$ cat src/rtl/alu_top_seq.sv
// 8-bit sequential unsigned ALU: single-cycle ADD/SUB and 8-iteration
// shift-add MUL and restoring DIV, with a level done flag.
module alu_top_seq (
  input  logic       clk,
  input  logic       reset,
  input  logic       start,
  input  logic [1:0] opcode,
  input  logic [7:0] inbus_a,
  input  logic [7:0] inbus_b,
  output logic [7:0] outbus,
  output logic       done
);

  localparam logic [1:0] IDLE = 2'd0;
  localparam logic [1:0] EXEC = 2'd1;
  localparam logic [1:0] DONE = 2'd2;

  localparam logic [1:0] OP_ADD = 2'b00;
  localparam logic [1:0] OP_SUB = 2'b01;
  localparam logic [1:0] OP_MUL = 2'b10;
  localparam logic [1:0] OP_DIV = 2'b11;

  logic [1:0]  state;
  logic [1:0]  op_r;
  logic [7:0]  a_r;
  logic [7:0]  b_r;
  logic [15:0] acc;
  logic [15:0] mcand;
  logic [3:0]  count;

  logic [8:0]  trial;
  logic [8:0]  trial_diff;
  logic        q_bit;
  logic [7:0]  rem_next;

  // Restoring divide step: the dividend shifts out of a_r while quotient
  // bits shift in behind it, so a_r ends up holding the quotient.
  always_comb begin
    trial      = {acc[7:0], a_r[7]};
    trial_diff = trial - {1'b0, b_r};
    q_bit      = (trial >= {1'b0, b_r});
    rem_next   = q_bit ? trial_diff[7:0] : trial[7:0];
  end

  always_ff @(posedge clk) begin
    if (!reset) begin
      state  <= IDLE;
      op_r   <= 2'b00;
      a_r    <= 8'h00;
      b_r    <= 8'h00;
      acc    <= 16'h0000;
      mcand  <= 16'h0000;
      count  <= 4'd0;
      outbus <= 8'h00;
      done   <= 1'b0;
    end else begin
      case (state)
        IDLE, DONE: begin
          if (start) begin
            op_r  <= opcode;
            a_r   <= inbus_a;
            b_r   <= inbus_b;
            mcand <= {8'h00, inbus_a};
            acc   <= 16'h0000;
            count <= 4'd0;
            done  <= 1'b0;
            state <= EXEC;
          end
        end
        EXEC: begin
          case (op_r)
            OP_ADD: begin
              outbus <= a_r + b_r;
              done   <= 1'b1;
              state  <= DONE;
            end
            OP_SUB: begin
              outbus <= a_r - b_r;
              done   <= 1'b1;
              state  <= DONE;
            end
            OP_MUL: begin
              if (count == 4'd8) begin
                outbus <= acc[7:0];
                done   <= 1'b1;
                state  <= DONE;
              end else begin
                if (b_r[0]) acc <= acc + mcand;
                mcand <= mcand << 1;
                b_r   <= b_r >> 1;
                count <= count + 4'd1;
              end
            end
            OP_DIV: begin
              if (count == 4'd8) begin
                outbus <= (b_r == 8'h00) ? 8'hFF : a_r;
                done   <= 1'b1;
                state  <= DONE;
              end else begin
                acc   <= {8'h00, rem_next};
                a_r   <= {a_r[6:0], q_bit};
                count <= count + 4'd1;
              end
            end
            default: state <= IDLE;
          endcase
        end
        default: state <= IDLE;
      endcase
    end
  end

endmodule

$ cat config.mk
export PLATFORM = sky130hd
export DESIGN_NAME = alu_top_seq
export DESIGN_NICKNAME = d
export VERILOG_FILES = /design/src/rtl/alu_top_seq.sv
export SDC_FILE = /design/constraint.sdc
export NUM_CORES = 1
export LEC_CHECK = 0
export CORE_UTILIZATION = 55
export CTS_CLUSTER_DIAMETER = 60
export DETAILED_ROUTE_END_ITERATION = 7
export HOLD_SLACK_MARGIN = 0.15
export PLACE_DENSITY = 0.75
export SLEW_MARGIN = 25
export SYNTH_ARGS = -nofsm -noshare
export SYNTH_HDL_FRONTEND = slang
export SYNTH_SLANG_ARGS = --single-unit
$ cat constraint.sdc
create_clock -name clk -period 4.37 [get_ports clk]
set_input_delay 0.874 -clock clk [delete_from_list [all_inputs] [get_ports clk]]
set_output_delay 0.874 -clock clk [all_outputs]
set_load 0.005 [all_outputs]
==> results of run 1 <==
## power groups by stage
stage                     clock (mW)  sequential, mW  combinational [mW]
final                          0.270           0.511               0.409
after global routing           0.286           0.516               0.456
after CTS                      0.275           0.511               0.408
after detailed placement           0           0.521               0.406
after global placement             0           0.520               0.397
after floorplan                    0           0.509               0.308
## area by class of cell
cell class	count	area (µm²)
multi-input cells	338	2330
well taps	75	93.8
clock inverters	2	15.0
fillers	538	2100
inverters	19	71.3
clock buffers	6	72.6
flip-flops and latches	49	981
repair buffers	33	320
## per-layer routing
layer | vias to the layer above | GRT usage (%)
met1 | 1508 | 37.9
met5 | - | 0
met4 | 0 | 9.64
li1 | 1609 | -
met2 | 78 | 47.4
met3 | 13 | 3.03
## kinds of logic (layout without fill, tap and decap cells)
group / Yosys count / count (layout) / synth area share (%)
compound gates: 158 / 158 / 32.4
xor+xnor: 18 / 18 / 4.56
mux: 5 / 5 / 1.45
simple gates: 129 / 129 / 18.1
fa+ha+maj: 28 / 28 / 10.8
flops: 49 / 49 / 28.3
buf+inv: 38 / 60 / 4.34
## worst register-to-register path, cell delays in order (launching register included)
cell       delay, ns
dfxtp_1         0.88
nand2b_1        0.29
mux2i_1         0.44
ha_1            0.31
nor2b_1         0.14
o2111ai_1       0.25
nand4b_1        0.15
xnor2_1         0.14
o21a_1          0.20
a21oi_2         0.13
## stage by stage
stage	utilization, %	worst slack, ns	instance area [µm²]
floorplan	-	2.00	3460
global placement	63.4	1.46	3800
detailed placement	63.4	1.40	3800
CTS	64.9	1.41	3890
global route	64.9	1.24	3890
finish	64.9	1.38	3890
## placed cells by master, fill, tap and decap left out, drive strengths merged, types with 8 or more instances in the layout
master,synthesis,routed
a21oi,44,44
and2,11,11
clkdlybuf4s50,0,29
dfxtp,49,49
ha,25,25
inv,19,19
nand2,47,47
nand3,13,13
nor2,20,20
nor2b,8,8
o211a,21,21
o211ai,9,9
o21a,11,11
o21ai,27,27
o221ai,8,8
xnor2,13,13
## how the worst max path moves through the flow
| stage | from | end | slack [ns] |
|---|---|---|---|
| after floorplan | op_r[0] | outbus[6] | 2.00 |
| after global placement | start | a_r[0] | 1.46 |
| after detailed placement | start | a_r[0] | 1.40 |
| after CTS | op_r[1] | outbus[5] | 1.41 |
| after global routing | op_r[1] | outbus[5] | 1.24 |
| final | op_r[1] | outbus[5] | 1.38 |
## state kept, by name (all words and copies together), names as in the netlist
signal and count:
mcand 8, a_r 8, state 2, acc 8, b_r 8, op_r 2, outbus 8, count 4
done 1
==> impl_metrics.yaml, run 1 <==
outcome:
  status: "finished clean"
placed_design:
  dp_hpwl_um: 6600
  routabilityCongestion: 0.900
  port_buffers: 29
  place_inst: 514
synth:
  synth-edff-count: 0
  syn-instance-count: 425
  synth-seq-cells: 49
  seq_area_frac_synth_pct: 28.3
  ys_types: 54
  synth_top_area_cell: "dfxtp_1"
  synth_flop_cell: "dfxtp_1"
  synth_area_mm2: 0.00346
  synthDominantCellAreaShare_pct: 28.3
  synth_nets: 474
  post_synth.cell_area_avg_um2: 8.14
  async_flop_share_pct: 0
  yosysMostFrequentCell: "dfxtp_1"
  synth_common_cells: "dfxtp_1 (49), nand2_1 (47), a21oi_1 (43)"
  synth_area_leaders: "dfxtp_1 (28%), ha_1 (9.0%), a21oi_1 (6.2%)"
  yosys_warnings: 0
worst_setup_path:
  r2r_end: "outbus[5]"
  worstSetupPathType: "reg -> reg"
  worst-endpoint-required_ns: 4.61
  path_max_fanout: 25
  start_kind: "register"
  r2r_slack_ns: 1.38
  critPathSlowestCell: "dfxtp_1"
  path_depth: 9
  rr_startpoint: "op_r[1]"
  cp_num_buf_inv: 0
  worstSetupEndpointType: "register"
  path_cells: "nand2b_1 -> mux2i_1 -> ha_1 -> nor2b_1 -> o2111ai_1 -> nand4b_1 -> xnor2_1 -> o21a_1 -> a21oi_2"
  critPathTopFamily: "flip-flops"
  worstPathArrival_ns: 3.24
  r2r_cells: 9
  slowest_delay_ns: 0.88
sta:
  fin_crit_ns: 2.99
  rsz0062_at_grt: "no"
  finalHoldViolCount: 0
  setup_tns_ns: 0
  setup_viol: 0
  slew_violations: 0
  max_slew.worst_pin.slew_ns: 0.929
  timing.final.crit_share_pct: 68.5
  clock.fmax_ghz: 0.334
  hold_ws_ns: 0.502
  fin_skew_ns: 0.00853
  relSlewSlack_pct: 38.1
flow_run:
  cap_violations: 0
pwr:
  static-leakage-power_nw: 1.67
  clockPowerShare_pct: 22.7
  power.total_mw: 1.19
  switching_share_pct: 34.5
  p_int_uw: 780
  power_density_mw_per_mm2: 306
  power_frac_comb_pct: 34.4
  pwr-share-seq_pct: 43.0
  p_switching_uw: 410
  peakVddDrop_v: 0.000198
global_route:
  grtUsageTotal_pct: 28.5
  grt_pass1_vias: 2952
  grt_max_degree: 29
  grt_pass1_wl_um: 14400
  antenna_found_initial: 0
  grt_overflow: 0
finish:
  fin_cells: 522
  layout-drive-gt1-share_pct: 4.47
  diodes: 0
  area_growth_pct: 12.3
  nets: 495
die:
  start_util_pct: 57.8
  die_area_mm2: 0.00661
  dieWidth_um: 81.3
  core_area_mm2: 0.00599
  io_pins: 30
  rows: 28
  dieHeight_um: 81.3
routing:
  post_drt_via_cell_ratio: 6.15
  met3_length_um: 297
  wl_met2_um: 4040
  drt-initial-drc-count: 174
  ant_nets: 0
  wl_met1_um: 4280
  drt_first_pass_iters: 4
  finalWirelength_um: 8790
  drcViolationCount: 0
  highest_layer: "met4"
  wl_per_cell_um: 16.8
  via_count: 3208
clock_tree:
  cts_buffers: 5
  clk_latency_ns: 0.30
  cts-resized-gates: 0
  numClockSinks: 49
  path_clk_slew_ns: 0.09
  cts-root-buf: "clkbuf_8"
  cts_tree: "yes"
  htree_levels: 2
  clk_path_buf_depth: 2
  post_cts_buffers: 0
  ctsHoldBuffers: 0
min_path:
  min_path_cells: 2
  holdCritPathClass: "reg -> reg"
  hold_path_end: "count[3]"
  hold_start: "count[3]"
Note: power is estimated with default switching activity, not from simulation.
==> run 2: changes to the inputs <==
Settings changed: CORE_UTILIZATION 55 to 53, PLACE_DENSITY 0.75 to 0.76.
Clock period 4.37 ns to 2.45 ns, I/O delays scaled along.
==> run 2 against run 1 <==
  * Core utilization is 1.0 points lower
  * Sequential share of layout area down 0.84 points
  * Routed wire length increased by 4.6%
==> impl_metrics.yaml, run 2 (synthesized netlist as in run 1, its figures left out) <==
outcome:
  status: "finished clean"
global_route:
  grtUsageTotal_pct: 27.1
  grt_pass1_vias: 3046
  grt_overflow: 0
  grt_max_degree: 34
  grt_pass1_wl_um: 15100
  antenna_found_initial: 0
finish:
  mostFrequentLayoutCells: "nand2_1 (47), dfxtp_1 (47), a21oi_1 (42)"
  diodes: 0
  nets: 508
  layout-drive-gt1-share_pct: 8.48
  nFillCells: 575
  area_growth_pct: 16.5
routing:
  drt-initial-drc-count: 239
  ant_nets: 0
  wl_per_cell_um: 17.1
  drt_first_pass_iters: 4
  post_drt_via_cell_ratio: 6.19
  drcViolationCount: 0
  via_count: 3326
  finalWirelength_um: 9200
die:
  start_util_pct: 54.8
  rows: 29
  io_pins: 30
  dieHeight_um: 82.8
  die_area_mm2: 0.00686
  core_area_mm2: 0.00631
  dieWidth_um: 82.8
pwr:
  static-leakage-power_nw: 1.75
  power_density_mw_per_mm2: 573
  peakVddDrop_v: 0.000341
placed_design:
  routabilityCongestion: 0.890
  port_buffers: 29
  dp_slack_ns: 0.0986
  dp_hpwl_um: 6960
worst_setup_path:
  critPathTopFamily: "compound AO/OA/AOI/OAI gates"
  critPathSlowestCell: "dfxtp_2"
  worst-endpoint-required_ns: 2.62
  worstSetupEndpointType: "register"
  path_cells: "inv_1 -> buf_4 -> ha_1 -> nor2b_1 -> o31a_1 -> o211ai_1 -> nand2_1 -> o311ai_0 -> a22oi_1"
  slowest_delay_ns: 0.36
  worstSetupPathType: "reg -> reg"
  start_kind: "register"
  cp_num_buf_inv: 2
  worstPathArrival_ns: 2.49
  path_max_fanout: 5
clock_tree:
  ctsHoldBuffers: 0
  cts_tree: "yes"
  cts-root-buf: "clkbuf_8"
  clk_latency_ns: 0.32
  path_clk_slew_ns: 0.10
  numClockSinks: 49
  cts_buffers: 5
  htree_levels: 2
  clk_path_buf_depth: 2
sta:
  setup_tns_ns: 0
  slew_violations: 0
  timing.final.crit_share_pct: 94.7
  fin_ws_ns: 0.130
  fin_skew_ns: 0.0123
  setup_viol: 0
  rsz0062_at_grt: "yes"
  clock.fmax_ghz: 0.431
  fin_crit_ns: 2.32
  relSlewSlack_pct: 63.4
  finalHoldViolCount: 0
  max_slew.worst_pin.slew_ns: 0.547
flow_run:
  cap_violations: 0
min_path:
  holdCritPathClass: "reg -> reg"
[run 2: cell types whose count changed in the layout (fill, tap and decap cells not counted), moves of 2 or more]
cell / change
clkinvlp_4: -2
inv_6: +2
buf_4: +13
dfxtp_1: -2
dfxtp_2: +2
[run 2: worst reg2reg max path, cell delays in order, from the launching register on]
cell,delay (ns)
dfxtp_2,0.36
inv_1,0.06
buf_4,0.15
ha_1,0.30
nor2b_1,0.14
o31a_1,0.36
o211ai_1,0.28
nand2_1,0.22
o311ai_0,0.20
a22oi_1,0.12
[run 2: repair_timing]
action	4_1_cts	5_1_grt
endpoints found under the setup margin	0	6
resized for setup	0	7
setup buffers	0	1
[run 2: routing by layer]
metal	track usage [%]	part of all wire, %	vias up
li1	-	-	1636
met1	36.8	47	1592
met2	44.2	47	84
met3	3.88	4.6	14
met4	8.62	2.0	0
met5	0	0	-
[run 2: through the flow]
stage / power (mW) / area (µm²) / utilization [%] / hold slack, ns / instances
2_1_floorplan: 1.46 / 3460 / - / 0.457 / 425
3_3_place_gp: 1.66 / 3890 / 61.6 / 0.474 / 528
3_5_place_dp: 1.67 / 3890 / 61.6 / 0.488 / 528
4_1_cts: 2.30 / 4010 / 63.4 / 0.503 / 536
5_1_grt: 2.44 / 4030 / 63.9 / 0.534 / 537
6_report: 2.31 / 4030 / 63.9 / 0.501 / 537
[run 2: worst paths after layout]
path	start	to	slack, ns	cells past startpoint
max	b_r[1]	acc[6]	0.13	9
min	count[3]	count[3]	0.50	2
max reg2reg	b_r[1]	acc[6]	0.13	9
min reg2reg	count[3]	count[3]	0.50	2
[run 2: area by class of cell]
type                    instances  area, µm²  area share [%]
clock inverters                 3       47.5            1.18
flip-flops and latches         49        983            24.4
clock buffers                   5       68.8            1.71
inverters                      19       71.3            1.77
well taps                      77       96.3            2.39
multi-input cells             338       2350            58.2
repair buffers                 46        418            10.4
[run 2: where the power goes]
group / leakage (nW) / total (mW) / internal, mW / switching (mW)
logic: 1.29 / 0.774 / 0.365 / 0.410
clock network: 0.0591 / 0.631 / 0.312 / 0.319
registers: 0.403 / 0.903 / 0.850 / 0.0532
total: 1.75 / 2.31 / 1.53 / 0.781
==> run 3: changes to the inputs <==
Settings changed: PLACE_DENSITY 0.76 to 0.77.
==> run 3 against run 2 <==
  * Global-route usage is 1.8 points lower
  * Highest routed layer unchanged
  * Maximum frequency is 1.5% lower
  * Register-to-register slack worse by 0.04 ns
  * Via count is 1.8% lower
  * Die area stayed put
  * Routed wire length is 4.3% lower
  * Design area is 0.37% lower
==> impl_metrics.yaml, run 3 (synthesized netlist as in run 1, its figures left out) <==
pwr:
  switching_share_pct: 35.2
  power_frac_comb_pct: 35.1
  pwr-share-seq_pct: 41.0
  power_density_mw_per_mm2: 548
  static-leakage-power_nw: 1.75
  p_switching_uw: 774
  p_int_mw: 1.43
  peakVddDrop_v: 0.000400
  clockPowerShare_pct: 24.0
routing:
  ant_nets: 0
  drt-initial-drc-count: 229
  post_drt_via_cell_ratio: 6.06
  drcViolationCount: 0
  drt_first_pass_iters: 4
  via_count: 3265
  finalWirelength_um: 8800
  wl_per_cell_um: 16.3
finish:
  nFillCells: 574
  mostFrequentLayoutCells: "nand2_1 (46), dfxtp_1 (46), a21oi_1 (43)"
  multi_input_area_mm2: 0.00234
  layout-drive-gt1-share_pct: 8.87
  diodes: 0
  stdcell_area_mm2: 0.00402
  seq_area_um2: 985
  nets: 510
  area_growth_pct: 16.1
flow_run:
  cap_violations: 0
die:
  dieHeight_um: 82.8
  core_area_mm2: 0.00631
  start_util_pct: 54.8
  dieWidth_um: 82.8
  io_pins: 30
  rows: 29
  die_area_mm2: 0.00686
global_route:
  busiest_layer: "met2"
  grt_pass1_wl_um: 14300
  grt_pass1_vias: 3022
  use_met3_pct: 2.88
  antenna_found_initial: 0
  grt_util_met2_pct: 40.4
  grtUsageTotal_pct: 25.3
  grt_max_degree: 27
  use_met1_pct: 35.0
  grt_overflow: 0
sta:
  fin_skew_ns: 0.00710
  setup_viol: 0
  rsz0062_at_grt: "no"
  finalHoldViolCount: 0
  max_slew.worst_pin.slew_ns: 0.555
  clock.fmax_ghz: 0.425
  slew_violations: 0
  fin_crit_ns: 2.36
  timing.final.crit_share_pct: 96.1
  relSlewSlack_pct: 62.9
  setup_tns_ns: 0
outcome:
  status: "finished clean"
worst_setup_path:
  worst-endpoint-required_ns: 2.66
  r2r_cells: 10
  start_kind: "register"
  rr_startpoint: "b_r[1]"
  worstPathArrival_ns: 2.56
  path_max_fanout: 5
  r2r_end: "acc[5]"
  worstSetupPathType: "reg -> reg"
  worstSetupEndpointType: "register"
  r2r_slack_ns: 0.09
clock_tree:
  numClockSinks: 49
  cts-root-buf: "clkbuf_8"
  clk_latency_ns: 0.31
  path_clk_slew_ns: 0.10
  cts_buffers: 5
  htree_levels: 2
  clk_path_buf_depth: 2
  ctsHoldBuffers: 0
  cts_tree: "yes"
placed_design:
  routabilityCongestion: 0.920
  dpl_cell_area_mm2: 0.00390
  dp_hpwl_um: 6770
  port_buffers: 29
min_path:
  holdCritPathClass: "reg -> reg"
  min_path_cells: 2
  hold_path_end: "count[3]"
  hold_start: "count[3]"
[run 3: changes by cell type in the layout (fill, tap and decap cells not counted), sizes merged]
cell and change:
clkinvlp +1, bufinv -1, buf +2
[run 3: routing by layer]
metal,up-vias,part of all wire [%]
met3,14,4.7
met2,65,46
li1,1643,-
met1,1543,47
met5,-,0
met4,0,1.9
[run 3: worst max-delay path by stage]
stage	from	to	slack, ns	cells after the start
final	b_r[1]	acc[5]	0.09	10
after global routing	b_r[1]	acc[2]	0.01	10
after CTS	b_r[0]	outbus[5]	0.10	10
after detailed placement	b_r[1]	acc[3]	0.14	9
after global placement	b_r[0]	outbus[6]	0.19	9
after floorplan	op_r[0]	outbus[6]	0.08	9
[run 3: area by class of cell]
type	count	share of cell area (%)
Timing Repair Buffer	48	10.8
Clock buffer	5	1.71
Sequential cell	49	24.5
Inverter	19	1.78
Tap cell	77	2.40
Clock inverter	3	0.623
Multi-Input combinational cell	338	58.2
[run 3: what timing repair did]
item	CTS	global route
hold endpoints to repair	0	0
setup buffers	0	1
endpoints found under the setup margin	0	6
gates resized for setup	0	7
[run 3: power groups by stage]
stage | clock (mW) | combinational [mW] | sequential, mW
2_1_floorplan | 0 | 0.549 | 0.907
3_3_place_gp | 0 | 0.740 | 0.917
3_5_place_dp | 0 | 0.749 | 0.919
4_1_cts | 0.526 | 0.755 | 0.901
5_1_grt | 0.554 | 0.851 | 0.910
6_report | 0.528 | 0.772 | 0.902
[run 3: metrics by stage]
step | hold slack (ns) | util [%] | setup slack [ns] | cells | power (mW)
6_report | 0.511 | 63.6 | 0.0945 | 539 | 2.20
5_1_grt | 0.553 | 63.6 | 0.0122 | 539 | 2.31
4_1_cts | 0.510 | 63.3 | 0.105 | 538 | 2.18
3_5_place_dp | 0.495 | 61.8 | 0.141 | 530 | 1.67
3_3_place_gp | 0.475 | 61.8 | 0.190 | 530 | 1.66
2_1_floorplan | 0.457 | - | 0.0756 | 425 | 1.46
[run 3: critical path: stages, from the launching register on]
cell and delay, ns:
dfxtp_2 0.37, inv_1 0.06, buf_4 0.15, ha_1 0.30, nor2b_1 0.15, o31a_1 0.36, buf_4 0.15, o21a_1 0.17
or3_1 0.30, a31oi_1 0.16, o21ai_0 0.08
